[src/rtl/serv_rf_client_if.sv]
// ============================================================================
//  Module   : serv_rf_client_if
//  Purpose  : Bundles the request/response port and the bit-serial register
//             file port of serv_rf_client. The master modport is the client
//             itself; the slave modport is its surroundings (requester plus
//             register file).
//  Revision : 1.0 - initial release
// ============================================================================
`default_nettype none

interface serv_rf_client_if;
  // Parallel request side
  logic        i_req_valid;
  logic        o_req_ready;
  logic [4:0]  i_rs1_addr;
  logic [4:0]  i_rs2_addr;
  logic [4:0]  i_rd_addr;
  logic        i_wen;
  logic [31:0] i_wdata;
  // Parallel response side
  logic        o_rsp_valid;
  logic        i_rsp_ready;
  logic [31:0] o_rs1_data;
  logic [31:0] o_rs2_data;
  logic        o_rsp_err;
  // Bit-serial register file side
  logic        o_rf_go;
  logic        i_rf_ready;
  logic [4:0]  o_rf_rs1_addr;
  logic [4:0]  o_rf_rs2_addr;
  logic [4:0]  o_rf_rd_addr;
  logic        o_rf_rd_en;
  logic        o_rf_rd;
  logic        i_rf_rs1;
  logic        i_rf_rs2;

  modport master (
    input  i_req_valid, i_rs1_addr, i_rs2_addr, i_rd_addr, i_wen, i_wdata,
    input  i_rsp_ready, i_rf_ready, i_rf_rs1, i_rf_rs2,
    output o_req_ready, o_rsp_valid, o_rs1_data, o_rs2_data, o_rsp_err,
    output o_rf_go, o_rf_rs1_addr, o_rf_rs2_addr, o_rf_rd_addr, o_rf_rd_en, o_rf_rd
  );

  modport slave (
    output i_req_valid, i_rs1_addr, i_rs2_addr, i_rd_addr, i_wen, i_wdata,
    output i_rsp_ready, i_rf_ready, i_rf_rs1, i_rf_rs2,
    input  o_req_ready, o_rsp_valid, o_rs1_data, o_rs2_data, o_rsp_err,
    input  o_rf_go, o_rf_rs1_addr, o_rf_rs2_addr, o_rf_rd_addr, o_rf_rd_en, o_rf_rd
  );
endinterface

`default_nettype wire

[src/rtl/serv_rf_client.sv]
// ============================================================================
//  Module   : serv_rf_client
//  Purpose  : Bit-serial initiator for the 2-bit SERV register file. Takes one
//             parallel request, pulses go, waits for ready, deserialises both
//             source operands LSB first and optionally serialises the write
//             data onto the rd stream, then presents a held response.
//  Options  : SERV_RF_CLIENT_TIMEOUT_EN - abort WAIT after TIMEOUT cycles and
//             report o_rsp_err.
//  Revision : 1.0 - initial release
// ============================================================================
`default_nettype none

module serv_rf_client #(
  parameter int TIMEOUT = 4
) (
  input  wire logic        i_clk,
  input  wire logic        i_rst,
  serv_rf_client_if.master bus
);

  typedef enum logic [2:0] {
    IDLE  = 3'd0,
    GO    = 3'd1,
    WAIT  = 3'd2,
    READ  = 3'd3,
    WRITE = 3'd4,
    RESP  = 3'd5
  } state_t;

  // Last WAIT count before giving up (count starts at 0 on WAIT entry)
  localparam logic [3:0] TIMEOUT_LAST = 4'(TIMEOUT - 1);

  state_t      state;
  logic [4:0]  bit_cnt;
  logic        skip_write;
  logic        rs1_nz;
  logic        rs2_nz;
  logic [31:0] wdata_q;
  logic [31:0] rs1_q;
  logic [31:0] rs2_q;
  logic [4:0]  rs1_addr_q;
  logic [4:0]  rs2_addr_q;
  logic [4:0]  rd_addr_q;
  logic        go_q;
  logic        rd_en_q;
  logic        rsp_valid_q;
  logic        accept;
`ifdef SERV_RF_CLIENT_TIMEOUT_EN
  logic [3:0]  wait_cnt;
  logic        rsp_err_q;
`else
  logic        unused_timeout_last;
`endif

  // Ready is withheld for as long as reset is asserted
  assign bus.o_req_ready = (state == IDLE) && !i_rst;
  assign accept          = bus.i_req_valid && bus.o_req_ready;

  // Request sequencing: handshake, serial read, optional serial write, response
  always_ff @(posedge i_clk or posedge i_rst) begin
    if (i_rst) begin
      state       <= IDLE;
      bit_cnt     <= 5'd0;
      skip_write  <= 1'b0;
      rs1_nz      <= 1'b0;
      rs2_nz      <= 1'b0;
      wdata_q     <= 32'd0;
      rs1_q       <= 32'd0;
      rs2_q       <= 32'd0;
      rs1_addr_q  <= 5'd0;
      rs2_addr_q  <= 5'd0;
      rd_addr_q   <= 5'd0;
      go_q        <= 1'b0;
      rd_en_q     <= 1'b0;
      rsp_valid_q <= 1'b0;
`ifdef SERV_RF_CLIENT_TIMEOUT_EN
      wait_cnt    <= 4'd0;
      rsp_err_q   <= 1'b0;
`endif
    end else begin
      go_q <= 1'b0;
      case (state)
        IDLE: begin
          if (accept) begin
            rs1_addr_q <= bus.i_rs1_addr;
            rs2_addr_q <= bus.i_rs2_addr;
            rd_addr_q  <= bus.i_rd_addr;
            wdata_q    <= bus.i_wdata;
            // x0 is architecturally zero: never write it, never trust its word
            skip_write <= !bus.i_wen || (bus.i_rd_addr == 5'd0);
            rs1_nz     <= (bus.i_rs1_addr != 5'd0);
            rs2_nz     <= (bus.i_rs2_addr != 5'd0);
            rs1_q      <= 32'd0;
            rs2_q      <= 32'd0;
            go_q       <= 1'b1;
            state      <= GO;
          end
        end
        GO: begin
`ifdef SERV_RF_CLIENT_TIMEOUT_EN
          wait_cnt <= 4'd0;
`endif
          state <= WAIT;
        end
        WAIT: begin
          if (bus.i_rf_ready) begin
            bit_cnt <= 5'd0;
            state   <= READ;
          end
`ifdef SERV_RF_CLIENT_TIMEOUT_EN
          else if (wait_cnt == TIMEOUT_LAST) begin
            rsp_valid_q <= 1'b1;
            rsp_err_q   <= 1'b1;
            state       <= RESP;
          end else begin
            wait_cnt <= wait_cnt + 4'd1;
          end
`endif
        end
        READ: begin
          rs1_q[bit_cnt] <= bus.i_rf_rs1 & rs1_nz;
          rs2_q[bit_cnt] <= bus.i_rf_rs2 & rs2_nz;
          bit_cnt        <= bit_cnt + 5'd1;
          if (bit_cnt == 5'd31) begin
            if (skip_write) begin
              rsp_valid_q <= 1'b1;
              state       <= RESP;
            end else begin
              rd_en_q <= 1'b1;
              state   <= WRITE;
            end
          end
        end
        WRITE: begin
          // Exactly 32 rd_en cycles keep the regfile's even/odd pairing aligned
          bit_cnt <= bit_cnt + 5'd1;
          if (bit_cnt == 5'd31) begin
            rd_en_q     <= 1'b0;
            rsp_valid_q <= 1'b1;
            state       <= RESP;
          end
        end
        RESP: begin
          if (bus.i_rsp_ready) begin
            rsp_valid_q <= 1'b0;
`ifdef SERV_RF_CLIENT_TIMEOUT_EN
            rsp_err_q   <= 1'b0;
`endif
            state       <= IDLE;
          end
        end
        default: state <= IDLE;
      endcase
    end
  end

  assign bus.o_rf_go       = go_q;
  assign bus.o_rf_rs1_addr = rs1_addr_q;
  assign bus.o_rf_rs2_addr = rs2_addr_q;
  assign bus.o_rf_rd_addr  = rd_addr_q;
  assign bus.o_rf_rd_en    = rd_en_q;
  assign bus.o_rf_rd       = rd_en_q & wdata_q[bit_cnt];
  assign bus.o_rsp_valid   = rsp_valid_q;
  assign bus.o_rs1_data    = rs1_q;
  assign bus.o_rs2_data    = rs2_q;

`ifdef SERV_RF_CLIENT_TIMEOUT_EN
  assign bus.o_rsp_err = rsp_err_q;
`else
  assign bus.o_rsp_err       = 1'b0;
  assign unused_timeout_last = ^TIMEOUT_LAST;
`endif

endmodule

`default_nettype wire

[src/flat_wrapper.sv]
// flat-port wrapper written by rule: the top's interface ports become plain ports
module serv_rf_client_flat 
#(
  parameter int TIMEOUT = 4
)
  (i_clk, i_rst, bus_i_req_valid, bus_i_rs1_addr, bus_i_rs2_addr, bus_i_rd_addr, bus_i_wen, bus_i_wdata, bus_i_rsp_ready, bus_i_rf_ready, bus_i_rf_rs1, bus_i_rf_rs2, bus_o_req_ready, bus_o_rsp_valid, bus_o_rs1_data, bus_o_rs2_data, bus_o_rsp_err, bus_o_rf_go, bus_o_rf_rs1_addr, bus_o_rf_rs2_addr, bus_o_rf_rd_addr, bus_o_rf_rd_en, bus_o_rf_rd);
  serv_rf_client_if bus_i ();
  input  wire logic i_clk;
  input  wire logic i_rst;
  input wire logic [$bits(bus_i.i_req_valid)-1:0] bus_i_req_valid;
  input wire logic [$bits(bus_i.i_rs1_addr)-1:0] bus_i_rs1_addr;
  input wire logic [$bits(bus_i.i_rs2_addr)-1:0] bus_i_rs2_addr;
  input wire logic [$bits(bus_i.i_rd_addr)-1:0] bus_i_rd_addr;
  input wire logic [$bits(bus_i.i_wen)-1:0] bus_i_wen;
  input wire logic [$bits(bus_i.i_wdata)-1:0] bus_i_wdata;
  input wire logic [$bits(bus_i.i_rsp_ready)-1:0] bus_i_rsp_ready;
  input wire logic [$bits(bus_i.i_rf_ready)-1:0] bus_i_rf_ready;
  input wire logic [$bits(bus_i.i_rf_rs1)-1:0] bus_i_rf_rs1;
  input wire logic [$bits(bus_i.i_rf_rs2)-1:0] bus_i_rf_rs2;
  output wire logic [$bits(bus_i.o_req_ready)-1:0] bus_o_req_ready;
  output wire logic [$bits(bus_i.o_rsp_valid)-1:0] bus_o_rsp_valid;
  output wire logic [$bits(bus_i.o_rs1_data)-1:0] bus_o_rs1_data;
  output wire logic [$bits(bus_i.o_rs2_data)-1:0] bus_o_rs2_data;
  output wire logic [$bits(bus_i.o_rsp_err)-1:0] bus_o_rsp_err;
  output wire logic [$bits(bus_i.o_rf_go)-1:0] bus_o_rf_go;
  output wire logic [$bits(bus_i.o_rf_rs1_addr)-1:0] bus_o_rf_rs1_addr;
  output wire logic [$bits(bus_i.o_rf_rs2_addr)-1:0] bus_o_rf_rs2_addr;
  output wire logic [$bits(bus_i.o_rf_rd_addr)-1:0] bus_o_rf_rd_addr;
  output wire logic [$bits(bus_i.o_rf_rd_en)-1:0] bus_o_rf_rd_en;
  output wire logic [$bits(bus_i.o_rf_rd)-1:0] bus_o_rf_rd;
  assign bus_i.i_req_valid = bus_i_req_valid;
  assign bus_i.i_rs1_addr = bus_i_rs1_addr;
  assign bus_i.i_rs2_addr = bus_i_rs2_addr;
  assign bus_i.i_rd_addr = bus_i_rd_addr;
  assign bus_i.i_wen = bus_i_wen;
  assign bus_i.i_wdata = bus_i_wdata;
  assign bus_i.i_rsp_ready = bus_i_rsp_ready;
  assign bus_i.i_rf_ready = bus_i_rf_ready;
  assign bus_i.i_rf_rs1 = bus_i_rf_rs1;
  assign bus_i.i_rf_rs2 = bus_i_rf_rs2;
  assign bus_o_req_ready = bus_i.o_req_ready;
  assign bus_o_rsp_valid = bus_i.o_rsp_valid;
  assign bus_o_rs1_data = bus_i.o_rs1_data;
  assign bus_o_rs2_data = bus_i.o_rs2_data;
  assign bus_o_rsp_err = bus_i.o_rsp_err;
  assign bus_o_rf_go = bus_i.o_rf_go;
  assign bus_o_rf_rs1_addr = bus_i.o_rf_rs1_addr;
  assign bus_o_rf_rs2_addr = bus_i.o_rf_rs2_addr;
  assign bus_o_rf_rd_addr = bus_i.o_rf_rd_addr;
  assign bus_o_rf_rd_en = bus_i.o_rf_rd_en;
  assign bus_o_rf_rd = bus_i.o_rf_rd;
  serv_rf_client #(.TIMEOUT(TIMEOUT)) u_core (.i_clk(i_clk), .i_rst(i_rst), .bus(bus_i));
endmodule
[config.mk]
export PLATFORM = sky130hd
export DESIGN_NAME = serv_rf_client_flat
export DESIGN_NICKNAME = d
export VERILOG_FILES = /design/src/rtl/serv_rf_client_if.sv /design/src/rtl/serv_rf_client.sv /design/src/flat_wrapper.sv
export SDC_FILE = /design/constraint.sdc
export NUM_CORES = 1
export LEC_CHECK = 0
export ABC_AREA = 1
export BUFFER_PORTS_ARGS = -buffer_cell sky130_fd_sc_hd__buf_4
export CAP_MARGIN = 0
export CORE_ASPECT_RATIO = 1.4
export CORE_MARGIN = 4
export CORE_UTILIZATION = 40
export CTS_BUF_LIST = sky130_fd_sc_hd__clkbuf_8
export CTS_CLUSTER_DIAMETER = 60
export DETAILED_ROUTE_END_ITERATION = 10
export PLACE_DENSITY = 0.73
export SLEW_MARGIN = 30
export SYNTH_ARGS = -nofsm -noshare
export SYNTH_HDL_FRONTEND = slang
export SYNTH_SLANG_ARGS = --single-unit
[constraint.sdc]
create_clock -name i_clk -period 3.8 [get_ports i_clk]
set_input_delay 0.19 -clock i_clk [delete_from_list [all_inputs] [get_ports i_clk]]
set_output_delay 0.19 -clock i_clk [all_outputs]
set_load 0.005 [all_outputs]
# [Word level (Yosys, flattened, before mapping)]
# Cells that the tools add are included.
# W data, S select, Z words.
[op_classes] add_sub_neg=1 magnitude_cmp=2 n_eq_ne=13 mux=29 n_bitwise=3 n_reduce_logical=21
[ops] op="$pmux W32 S2" count=2
[ops] op="$bwmux W32" count=2
[ops] op="$mux W32" count=1
[ops] op="$pmux W3 S6" count=1
[ops] op="$mux W3" count=5
[ops] op="$mux W1" count=12
[ops] op="$pmux W5 S2" count=1
[ops] op="$reduce_and A5 Y1" count=2
[ops] op="$reduce_bool A5 Y1" count=2
[ops] op="$ne A2 B1 Y1 const B" count=4
[ops] op="$eq A3 B2 Y1 const B" count=2
[ops] op="$eq A3 B3 Y1 const B" count=2
[ops] op="$lt A5 B6 Y1 const B" count=1
[ops] op="$ne A2 B2 Y1 const B" count=3
[ops] op="$reduce_and A2 Y1" count=3
[ops] op="$reduce_bool A2 Y1" count=3
[ops] op="$add A5 B1 Y5 const B" count=1
[ops] op="$bmux W1 S5" count=1
[ops] op="$demux W1 S5" count=1
[ops] op="$eq A5 B5 Y1 const B" count=1
[ops] op="$ge A5 B1 Y1 const B" count=1
[ops] op="$logic_not A5 Y1" count=1
[ops] op="$mux W5" count=1
[ops] op="$reduce_and A4 Y1" count=1
[ops] op="other kinds (10)" count=15
[totals] reg_bits=125 inputBits=55 output_inout_bits=85 elab_cells=83

# [Longest topological paths before layout]
# Gate-level depths: netlist of the first run.
[logic_depth] word_depth=6 depth_mapped=10 mapped_depth_nobuf=10

# [Least setup slack after synthesis of the first run]
# No wires, ideal clock.
[synth_timing] path_kind="input to register" from="in i_rst" to="reg u_core.rs1_q[0] (netlist: u_core.bus.o_rs1_data[0])" setup_ns=0.130 arrival_time_ns=3.746 required_time_ns=3.670 slack_ns=-0.077 path_stages=7 path_buffers=1 cell_sequence="inv_1 > nand4_2 > nand2_1 > buf_2 > o21ai_1 > nand2_1 > o21ai_1"
[synth_between] elab_chain_len=5
[synth_lines] element="start: declaration" line_no="flat_wrapper.sv:9" text="input wire logic i_rst;"
[synth_lines] element="$logic_not A1 Y1" line_no="serv_rf_client.sv:56" text="assign bus.o_req_ready = (state == IDLE) && !i_rst;"
[synth_lines] element="$logic_and A1 B1 Y1" line_no="serv_rf_client.sv:56"
[synth_lines] element="$logic_and A1 B1 Y1" line_no="serv_rf_client.sv:57" text="assign accept = bus.i_req_valid && bus.o_req_ready;"
[synth_lines] element="$ne A2 B1 Y1 (no source line)"
[synth_lines] element="$reduce_and A2 Y1 (no source line)"
[synth_lines] element="end signal: indexed assignment" line_no="serv_rf_client.sv:121" text="rs1_q[bit_cnt] <= bus.i_rf_rs1 & rs1_nz;"
[synth_lines] element="end: declaration" line_no="serv_rf_client.sv:39" text="logic [31:0] rs1_q;"
# No other way between the ends.
# A chain may end at the register's enable or synchronous reset.

# [Worst setup path after layout of the first run]
[layout_timing] from="reg u_core.bit_cnt[0]" to="out bus_o_rf_rd"
[layout_between] elab_chain_len=3
[layout_lines] element="start: declaration" line_no="serv_rf_client.sv:34" text="logic [4:0] bit_cnt;"
[layout_lines] element="start signal: assignment" line_no="serv_rf_client.sv:123" text="bit_cnt <= bit_cnt + 5'd1;"
[layout_lines] element="start signal: assignment" line_no="serv_rf_client.sv:136" text="bit_cnt <= bit_cnt + 5'd1;"
[layout_lines] element="$bmux W1 S5" line_no="serv_rf_client.sv:162" text="assign bus.o_rf_rd = rd_en_q & wdata_q[bit_cnt];"
[layout_lines] element="$mux W1 (not written as such)" line_no="serv_rf_client.sv:162"
[layout_lines] element="$and A1 B1 Y1" line_no="serv_rf_client.sv:162"
[layout_lines] element="end: declaration" line_no="flat_wrapper.sv:30" text="output wire logic [$bits(bus_i.o_rf_rd)-1:0] bus_o_rf_rd;"
# No other way between the ends. The select of a mux whose other input is x is not followed.

==> results of run 1 <==
-- routing by layer --
metal | wire, um | GRT usage [%] | vias up
met2 | 8035 | 34.10 | 133
met4 | 199 | 5.875 | 0
met1 | 6204 | 23.30 | 2407
met5 | 0 | 0 | -
met3 | 709 | 3.638 | 17
li1 | - | - | 2555
-- logic make-up after synthesis --
family	Yosys count	share of synthesized area (%)
adders and majority gates	5	1.099
other	1	0.06590
and+or+nand+nor	285	20.43
buffers and inverters	133	9.587
DFF	125	54.97
AOI/OAI and AO/OA	153	13.85
-- cell type report --
cell class              instances  share of cell area (%)
flip-flops and latches        125                   41.23
multi-input cells             444                   26.62
repair buffers                184                   19.56
inverters                     102                   5.096
clock buffers                  21                   3.810
well taps                     185                   3.051
clock inverters                 9                  0.6268
-- timing repair --
action	CTS	global route
hold endpoints to repair	40	1
hold buffers	40	1
buffers inserted	0	0
-- where the power goes --
part / switching [W] / internal, W
Combinational: 0.00107 / 0.000632
Clock: 0.000498 / 0.000502
Sequential: 0.000223 / 0.00167
Total: 0.00179 / 0.00280
-- worst min-delay path, cell delays in order --
cell and delay [ns]:
sky130_fd_sc_hd__buf_4 0.08, sky130_fd_sc_hd__nand2_1 0.05, sky130_fd_sc_hd__o21ai_0 0.08
-- metrics by stage --
step,util [%],hold WS [ns]
after floorplan,-,0.2996
after global placement,49.15,0.3940
after detailed placement,49.15,0.4014
after CTS,54.44,0.003947
after global routing,54.53,0.005106
final,54.53,0.01433
-- sequential cells by signal, summed over array words and instances (netlist names), 3 cells and up --
register / flops
u_core.bus.o_rf_rd_addr: 5
u_core.bus.o_rs2_data: 32
u_core.bus.o_rs1_data: 32
u_core.state: 3
u_core.bus.o_rf_rs1_addr: 5
u_core.bus.o_rf_rs2_addr: 5
u_core.wdata_q: 32
u_core.bit_cnt: 5
-- synth_stat cells (all sizes together) --
cell type	n
nand2	205
o21ai	138
dfrtp	125
inv	102
nor2	50
buf	26
nand3	22
a21oi	7
clkbuf	5
ha	5
o22ai	4
nor3	3
nor4	3
nand4	2
a311oi	1
conb	1
o31ai	1
o32ai	1
o41ai	1
-- worst min path at each step --
stage | from | endpoint | cells past startpoint
2_1_floorplan | bus_i_rd_addr[2] | u_core.bus.o_rf_rd_addr[2] | 2
3_3_place_gp | bus_i_rd_addr[2] | u_core.bus.o_rf_rd_addr[2] | 3
3_5_place_dp | bus_i_rd_addr[3] | u_core.bus.o_rf_rd_addr[3] | 3
4_1_cts | bus_i_wdata[8] | u_core.wdata_q[8] | 3
5_1_grt | bus_i_wdata[11] | u_core.wdata_q[11] | 3
6_report | bus_i_wdata[11] | u_core.wdata_q[11] | 3
==> out/results.tsv, run 1 <==
stage	metric	value	unit
die	die height	149.1	um
placed_design	worst slack after detailed placement	1.399	ns
layout	filler-free cell count of the finished design	1070	
clocking	Max Root-Sink Buffers	2	
die	starting density of the core	40.91	%
timing	unrepaired setup endpoints after global routing	false	
timing	Tmin final	2.670	ns
layout	Total Nets Final	934	
timing	Max Clock Freq	0.3746	GHz
layout	area occupied by multi-input gates	0.002019	mm2
setup_path	Crit path top cell by count	sky130_fd_sc_hd__nand2_1	
timing	total negative slack for setup checks	0	ns
logic_synthesis	Yosys warning count	0	
global_routing	pin count of the biggest net entering global routing	68	
power	standby leakage power	3.715	nW
detailed_routing	number of DRC markers in iteration 0	323	
setup_path	Crit path required time	3.61	ns
setup_path	Worst R2R Setup Slack	1.45	ns
setup_path	nature of the critical path startpoint	flip-flop	
layout	antenna diode count	0	
layout	fin area	0.007586	mm2
timing	worst slew pin tran	0.8469	ns
placed_design	count of buffers inserted at the top-level ports	138	
logic_synthesis	post-synth design cell area	0.005690	mm2
timing	post-route setup slack	1.130	ns
global_routing	vias in the first global route	4998	
setup_path	Top delay family on crit path	flip-flops	
timing	final worst-path cycle share	70.26	%
die	Cell Rows	51	
global_routing	remaining global-route overflow	0	
power	power density relative to cell area	605.5	mW/mm2
setup_path	crit path cell chain	inv_1 -> nand2_1 -> nand3_1 -> nand2_1 -> nand2_1 -> nand2_1 -> nor2_1 -> a21oi_1 -> buf_4	
clocking	CTS buffer count	17	
setup_path	number of gates on the worst path with buffers counted	9	
clocking	later-pin clock latency in the skew report	0.42	ns
timing	number of setup violations in the final report	0	
placed_design	total instance count after detailed placement	999	
layout	number of inserted filler cells in the final layout	1342	
setup_path	reg2reg start	u_core.bit_cnt[0]	
placed_design	detailed placer's ending HPWL	10510	um
setup_path	Worst setup endpoint	bus_o_rf_rd	
global_routing	overall routing resource usage	19.17	%
setup_path	type of element capturing the critical path	primary output	
setup_path	data arrival time of the critical path	2.48	ns
timing	max-slew violations	0	
layout	most used cells in the layout excluding fill and tap cells	203 x sky130_fd_sc_hd__nand2_1, 143 x sky130_fd_sc_hd__buf_4, 125 x sky130_fd_sc_hd__dfrtp_1	
setup_path	worst setup path class	flip-flop to primary output	
logic_synthesis	post-synthesis net count	762	
setup_path	Slowest cell on crit path	sky130_fd_sc_hd__dfrtp_1	
setup_path	reg-to-reg endpoint	u_core.bus.o_rs1_data[6]	
detailed_routing	via count	5112	
detailed_routing	count of antenna-violating nets left after detailed routing	0	
clocking	CTS tree	yes	
clocking	CTS Root Buffer Type	sky130_fd_sc_hd__clkbuf_8	
logic_synthesis	number of instances in the synthesized netlist	702	
logic_synthesis	most area-hungry cell type in the Yosys netlist	sky130_fd_sc_hd__dfrtp_1	
clocking	Clk pin slew, worst setup/hold paths	0.07	ns
placed_design	Placed Instance Area	0.006837	mm2
detailed_routing	average wire length per cell after detail routing	14.16	um
setup_path	worst setup path startpoint	u_core.bit_cnt[0]	
setup_path	peak fanout along the critical path	21	
logic_synthesis	mean cell area of the mapped netlist	8.106	um2
worst_hold_path	min-delay worst type	input pin to flip-flop	
placed_design	placer's final routability congestion estimate	0.8277	
detailed_routing	post-detailed-route via-to-cell ratio	4.778	
job	# Max-Cap Violations	0	
logic_synthesis	area share of the largest cell type after synthesis	54.97	%
detailed_routing	overall routed net length	15150	um
logic_synthesis	post-synthesis register bit count	125	
power	overall power	0.004593	W
outcome	run status	complete, no violations	
layout	relative area change from synthesis to final layout	33.31	%
layout	leading cell type in the layout, fill and taps excluded	sky130_fd_sc_hd__nand2_1	
die	placeable core region	0.01391	mm2
clocking	number of sinks driven by the clock tree	125	
logic_synthesis	unique cell type count in the Yosys netlist	29	
setup_path	depth of the worst register-to-register path	7	
timing	final clock skew	0.01043	ns
layout	register area	0.003128	mm2
global_routing	initial antenna violation count	0	
detailed_routing	number of detailed-routing iterations run before antenna repair	5	
setup_path	buffers plus inverters on the worst setup path	2	
power	worst voltage drop across the vdd grid	0.0002873	V
layout	layout cells sized above 1	21.02	%
die	I/O pin total	140	
logic_synthesis	cell types with the largest area share after synthesis	sky130_fd_sc_hd__dfrtp_1 55%, sky130_fd_sc_hd__nand2_1 13%, sky130_fd_sc_hd__o21ai_1 9.0%	
clocking	CTS-repair resized insts	0	
clocking	H-tree Lvls	4	
timing	hold violation total from the final report	0	
detailed_routing	post-detailed-route DRC marker count	0	
die	floorplan die area	0.01623	mm2
logic_synthesis	sequential share of the synthesized area	54.97	%
global_routing	global-route wire length before repair	24290	um
setup_path	largest stage delay on the critical path	0.73	ns
die	width of the chip	108.8	um
timing	Worst slew margin	43.54	%
Note: power is estimated with default switching activity, not from simulation.
==> run 2, diff against run 1 <==
Settings changed: PLACE_DENSITY 0.73 to 0.75.
Clock period 3.8 ns to 2.4 ns, I/O delays scaled along.
==> out/results.tsv, run 2 (same netlist as run 1, synthesis figures left out) <==
stage	metric	value	unit	change
placed_design	detailed placer's ending HPWL	10360	um	-1.4%
die	placeable core region	0.01391	mm2	unchanged
setup_path	peak fanout along the critical path	12		-43%
job	# Max-Cap Violations	0		unchanged
detailed_routing	post-detailed-route DRC marker count	0		unchanged
setup_path	Worst R2R Setup Slack	0.34	ns	-1.11 ns
setup_path	Crit path top cell by count	sky130_fd_sc_hd__nand2_1		
timing	final worst-path cycle share	91.44	%	
power	power share of the combinational group	38.0	%	+1.0 points
power	P_int	0.004684	W	+67%
die	Cell Rows	51		unchanged
clocking	CTS tree	yes		
power	worst voltage drop across the vdd grid	0.0004317	V	+50%
detailed_routing	overall routed net length	14860	um	-1.9%
setup_path	depth of the worst register-to-register path	9		+2
setup_path	worst setup path class	flip-flop to primary output		
placed_design	total instance count after detailed placement	1007		+0.80%
setup_path	data arrival time of the critical path	2.07	ns	-0.41 ns
power	power density relative to cell area	970.4	mW/mm2	+60%
detailed_routing	number of DRC markers in iteration 0	282		-13%
layout	relative area change from synthesis to final layout	37.34	%	
timing	final clock skew	0.009202	ns	-0.001228 ns
clocking	number of sinks driven by the clock tree	125		unchanged
timing	max-slew violations	0		unchanged
detailed_routing	via count	5110		-0.039%
detailed_routing	count of antenna-violating nets left after detailed routing	0		unchanged
worst_hold_path	cell count of the worst hold path	3		unchanged
power	standby leakage power	3.812	nW	+2.6%
setup_path	reg2reg start	u_core.bit_cnt[1]		
placed_design	placer's final routability congestion estimate	0.7972		-3.7%
global_routing	global-route wire length before repair	24010	um	-1.2%
layout	most used cells in the layout excluding fill and tap cells	203 x sky130_fd_sc_hd__nand2_1, 151 x sky130_fd_sc_hd__buf_4, 125 x sky130_fd_sc_hd__dfrtp_1		
worst_hold_path	hold wc startpoint	bus_i_rf_rs2		
timing	Worst slew margin	52.19	%	+8.6 points
global_routing	vias in the first global route	4925		-1.5%
setup_path	crit path cell chain	clkinvlp_4 -> buf_4 -> nand3_1 -> nand2_1 -> nand2_1 -> nand2_1 -> nor2_1 -> a21oi_1 -> buf_4		
die	die height	149.1	um	unchanged
timing	unrepaired setup endpoints after global routing	false		
clocking	Clk pin slew, worst setup/hold paths	0.07	ns	about the same
clocking	CTS Root Buffer Type	sky130_fd_sc_hd__clkbuf_8		
power	sw power	0.002899	W	+62%
layout	filler-free cell count of the finished design	1090		+1.9%
power	overall power	0.007584	W	+65%
global_routing	pin count of the biggest net entering global routing	126		+85%
setup_path	Crit path required time	2.28	ns	-1.33 ns
timing	hold_ws	0.02686	ns	+0.01253 ns
layout	Total Nets Final	952		+1.9%
placed_design	count of buffers inserted at the top-level ports	138		unchanged
clocking	later-pin clock latency in the skew report	0.43	ns	about the same
detailed_routing	post-detailed-route via-to-cell ratio	4.688		-1.9%
timing	Max Clock Freq	0.4557	GHz	
global_routing	overall routing resource usage	18.89	%	-0.28 points
layout	leading cell type in the layout, fill and taps excluded	sky130_fd_sc_hd__nand2_1		
clocking	H-tree Lvls	4		unchanged
global_routing	remaining global-route overflow	0		unchanged
clocking	CTS buffer count	17		unchanged
die	width of the chip	108.8	um	unchanged
die	starting density of the core	40.91	%	unchanged
outcome	run status	complete, no violations		
timing	number of setup violations in the final report	0		unchanged
timing	Tmin final	2.195	ns	
layout	antenna diode count	0		unchanged
setup_path	reg-to-reg endpoint	u_core.bus.o_rs1_data[13]		
layout	layout cells sized above 1	22.10	%	+1.1 points
die	I/O pin total	140		unchanged
die	floorplan die area	0.01623	mm2	unchanged
detailed_routing	number of detailed-routing iterations run before antenna repair	4		-1
detailed_routing	average wire length per cell after detail routing	13.64	um	-3.7%
setup_path	nature of the critical path startpoint	flip-flop		
power	sequential group share of total power	39.0	%	-2.2 points
setup_path	largest stage delay on the critical path	0.63	ns	-0.10 ns
power	switching share of power	38.23	%	-0.73 points
setup_path	worst setup path startpoint	u_core.bit_cnt[1]		
global_routing	initial antenna violation count	0		unchanged
worst_hold_path	hold endpoint	u_core.bus.o_rs2_data[30]		
timing	hold violation total from the final report	0		unchanged
power	portion of total power attributed to the clock network	22.9	%	+1.1 points
worst_hold_path	min-delay worst type	input pin to flip-flop		
setup_path	Slowest cell on crit path	sky130_fd_sc_hd__dfrtp_1		
clocking	Max Root-Sink Buffers	2		unchanged
setup_path	type of element capturing the critical path	primary output		
timing	worst slew pin tran	0.7172	ns	-0.1297 ns
[run 2: changes by cell type in the layout (fill, tap and decap cells not counted), sizes merged]
cell / before / now
inv: 103 / 101
buf: 143 / 153
bufinv: 0 / 1
dlygate4sd3: 41 / 49
clkinvlp: 3 / 6
[run 2: how the worst max path moves through the flow]
stage | to | slack (ns) | cells after the start
final | bus_o_rf_rd | 0.21 | 9
after global routing | bus_o_rf_rd | 0.06 | 9
after CTS | bus_o_rf_rd | 0.15 | 8
after detailed placement | u_core.bus.o_rs1_data[28] | 0.39 | 7
after global placement | u_core.bus.o_rs1_data[28] | 0.38 | 7
after floorplan | u_core.bus.o_rs1_data[0] | -0.57 | 7
[run 2: repair_timing]
action / CTS / global route
gates resized for setup: 0 / 1
hold endpoints to repair: 175 / 0
endpoints found under the setup margin: 0 / 1
hold buffers: 49 / 0
setup buffers: 0 / 2
[run 2: final cells by class]
type	instances	area [um2]
Tap cell	185	231.5
Fill cell	1270	6096
Timing Repair Buffer	202	1664
Sequential cell	125	3128
Clock inverter	11	92.59
Inverter	102	390.4
Multi-Input combinational cell	444	2019
Clock buffer	21	289.0
[run 2: critical path, delay by kind of cell (launching register included)]
family | cells | cell delay (ns)
buffers and inverters | 3 | 0.50
AOI/OAI and AO/OA | 1 | 0.12
and+or+nand+nor | 5 | 0.41
DFF | 1 | 0.63
[run 2: routing by layer]
layer | wire, um | track usage [%] | part of all wire (%)
met5 | 0 | 0 | 0
met4 | 379 | 7.138 | 2.5
met3 | 615 | 3.768 | 4.1
met2 | 7713 | 32.89 | 52
met1 | 6156 | 22.88 | 41
[run 2: power by group through the flow]
stage | Sequential [W] | Combinational, W | Clock, W
2_1_floorplan | 0.00293 | 0.00190 | 0
3_3_place_gp | 0.00297 | 0.00276 | 0
3_5_place_dp | 0.00298 | 0.00282 | 0
4_1_cts | 0.00295 | 0.00289 | 0.00178
5_1_grt | 0.00302 | 0.00329 | 0.00188
6_report | 0.00296 | 0.00289 | 0.00174
[run 2: stage by stage]
step                      util (%)  setup TNS [ns]  worst slack, ns  instance area, um2
final                        56.18               0           0.2054                7815
after global routing         56.18               0          0.05967                7815
after CTS                    56.04               0           0.1524                7796
after detailed placement     49.78               0           0.3863                6924
after global placement       49.78               0           0.3831                6924
after floorplan                  -          -65.27          -0.5718                5728
==> run 3, diff against run 2 <==
--- a/constraint.sdc
+++ b/constraint.sdc
@@ -3,2 +3,2 @@
 set_output_delay 0.12 -clock i_clk [all_outputs]
-set_load 0.005 [all_outputs]
+set_load 0.01 [all_outputs]
==> out/results.tsv, run 3 (same netlist as run 1, synthesis figures left out) <==
stage	metric	value	unit	change
setup_path	Worst R2R Setup Slack	0.54	ns	+0.20 ns
setup_path	data arrival time of the critical path	2.02	ns	-0.05 ns
setup_path	nature of the critical path startpoint	flip-flop		
layout	area occupied by multi-input gates	0.002019	mm2	unchanged
power	power density relative to cell area	1004	mW/mm2	+3.4%
placed_design	Placed Instance Area	0.006954	mm2	+0.43%
power	overall power	0.007909	W	+4.3%
layout	layout cells sized above 1	21.95	%	-0.15 points
clocking	later-pin clock latency in the skew report	0.44	ns	about the same
power	worst voltage drop across the vdd grid	0.0004512	V	+4.5%
layout	filler-free cell count of the finished design	1087		-0.28%
global_routing	overall routing resource usage	19.60	%	+0.71 points
detailed_routing	post-detailed-route DRC marker count	0		unchanged
worst_hold_path	min-delay worst type	input pin to flip-flop		
layout	Total Nets Final	949		-0.32%
detailed_routing	post-detailed-route via-to-cell ratio	4.724		+0.77%
timing	number of setup violations in the final report	0		unchanged
global_routing	initial antenna violation count	0		unchanged
detailed_routing	average wire length per cell after detail routing	13.83	um	+1.4%
die	width of the chip	108.8	um	unchanged
detailed_routing	count of antenna-violating nets left after detailed routing	0		unchanged
clocking	number of sinks driven by the clock tree	125		unchanged
clocking	Clk pin slew, worst setup/hold paths	0.07	ns	about the same
detailed_routing	number of detailed-routing iterations run before antenna repair	5		+1
layout	leading cell type in the layout, fill and taps excluded	sky130_fd_sc_hd__nand2_1		
timing	unrepaired setup endpoints after global routing	false		
clocking	H-tree Lvls	4		unchanged
placed_design	total instance count after detailed placement	1006		-0.099%
timing	hold_ws	0.07424	ns	+0.04738 ns
timing	Worst slew margin	51.99	%	-0.20 points
layout	relative area change from synthesis to final layout	38.46	%	
layout	fin area	0.007879	mm2	+0.82%
timing	final worst-path cycle share	89.20	%	-2.2 points
timing	hold violation total from the final report	0		unchanged
setup_path	Crit path required time	2.28	ns	about the same
placed_design	placer's final routability congestion estimate	0.8129		+2.0%
timing	worst slew pin tran	0.7202	ns	+0.003001 ns
worst_hold_path	hold endpoint	u_core.bus.o_rsp_valid		
clocking	Max Root-Sink Buffers	2		unchanged
timing	Max Clock Freq	0.4671	GHz	+2.5%
placed_design	detailed placer's ending HPWL	10440	um	+0.83%
layout	register area	0.003128	mm2	unchanged
layout	most used cells in the layout excluding fill and tap cells	203 x sky130_fd_sc_hd__nand2_1, 145 x sky130_fd_sc_hd__buf_4, 125 x sky130_fd_sc_hd__dfrtp_1		
die	I/O pin total	140		unchanged
job	# Max-Cap Violations	0		unchanged
layout	number of inserted filler cells in the final layout	1279		+0.71%
worst_hold_path	cell count of the worst hold path	4		+1
setup_path	peak fanout along the critical path	19		+7
detailed_routing	overall routed net length	15030	um	+1.1%
layout	fraction of the core area covered by cells at the end of the flow	56.64	%	+0.46 points
die	die height	149.1	um	unchanged
global_routing	remaining global-route overflow	0		unchanged
timing	max-slew violations	0		unchanged
setup_path	worst setup path class	flip-flop to primary output		
global_routing	global-route wire length before repair	24810	um	+3.3%
detailed_routing	via count	5135		+0.49%
clocking	CTS buffer count	17		unchanged
setup_path	reg2reg start	u_core.bit_cnt[1]		
setup_path	type of element capturing the critical path	primary output		
worst_hold_path	hold wc startpoint	bus_i_rsp_ready		
outcome	run status	complete, no violations		
setup_path	reg-to-reg endpoint	u_core.state[0]		
die	placeable core region	0.01391	mm2	unchanged
layout	antenna diode count	0		unchanged
die	Cell Rows	51		unchanged
placed_design	count of buffers inserted at the top-level ports	138		unchanged
setup_path	depth of the worst register-to-register path	10		+1
clocking	CTS Root Buffer Type	sky130_fd_sc_hd__clkbuf_8		
global_routing	vias in the first global route	5089		+3.3%
clocking	CTS tree	yes		
timing	final clock skew	0.01271	ns	+0.003509 ns
global_routing	pin count of the biggest net entering global routing	126		unchanged
power	standby leakage power	3.829	nW	+0.45%
detailed_routing	number of DRC markers in iteration 0	240		-15%
die	floorplan die area	0.01623	mm2	unchanged
die	starting density of the core	40.91	%	unchanged
timing	Tmin final	2.141	ns	-0.05380 ns
-- run 3: through the flow --
step                      setup TNS (ns)  setup WS (ns)
after floorplan                   -65.27        -0.5718
after global routing                   0        0.04249
after detailed placement               0         0.5504
final                                  0         0.2592
after global placement                 0         0.5857
after CTS                              0         0.2237
-- run 3: repair_timing --
item / in CTS / in global routing
buffers inserted: 0 / 0
resized for setup: 0 / 1
endpoints found under the setup margin: 0 / 1
endpoints found under the hold margin: 175 / 0
hold buffers: 49 / 0
-- run 3: cell type report --
| type | count | share of cell area (%) |
|---|---|---|
| timing repair buffer | 199 | 21.31 |
| multi-input combinational | 444 | 25.63 |
| tap | 185 | 2.938 |
| sequential | 125 | 39.70 |
| clock buffer | 17 | 2.970 |
| inverter | 102 | 4.955 |
| clock inverter | 15 | 2.493 |
-- run 3: worst max path at each step --
| stage | from | endpoint | slack (ns) |
|---|---|---|---|
| after floorplan | i_rst | u_core.bus.o_rs1_data[0] | -0.57 |
| after global placement | u_core.bit_cnt[1] | u_core.state[1] | 0.59 |
| after detailed placement | u_core.bit_cnt[1] | u_core.state[0] | 0.55 |
| after CTS | u_core.bit_cnt[0] | bus_o_rf_rd | 0.22 |
| after global routing | u_core.bit_cnt[0] | bus_o_rf_rd | 0.04 |
| final | u_core.bit_cnt[0] | bus_o_rf_rd | 0.26 |
-- run 3: report_power, final --
| group | internal (W) | switching, W |
|---|---|---|
| clock network | 0.00113 | 0.000853 |
| logic | 0.00114 | 0.00185 |
| registers | 0.00264 | 0.000298 |
| total | 0.00491 | 0.00300 |
-- run 3: worst max-delay path, cell delays in order (launching register included) --
cell                         delay (ns)
sky130_fd_sc_hd__dfrtp_1           0.44
sky130_fd_sc_hd__clkinvlp_4        0.33
sky130_fd_sc_hd__nand2_1           0.14
sky130_fd_sc_hd__nand3_1           0.07
sky130_fd_sc_hd__nand2_1           0.10
sky130_fd_sc_hd__nand2_1           0.05
sky130_fd_sc_hd__nand2_1           0.07
sky130_fd_sc_hd__nor2_1            0.05
sky130_fd_sc_hd__a21oi_1           0.19
sky130_fd_sc_hd__buf_4             0.16
-- run 3: routing by layer --
metal  share of wire (%)  global-route usage (%)  vias up  wire (um)
li1                    -                       -     2591          -
met1                  39                   22.62     2362       5917
met2                  52                   34.47      153       7839
met3                 5.5                   4.158       29        820
met4                 3.0                   8.844        0        454
met5                   0                       0        -          0
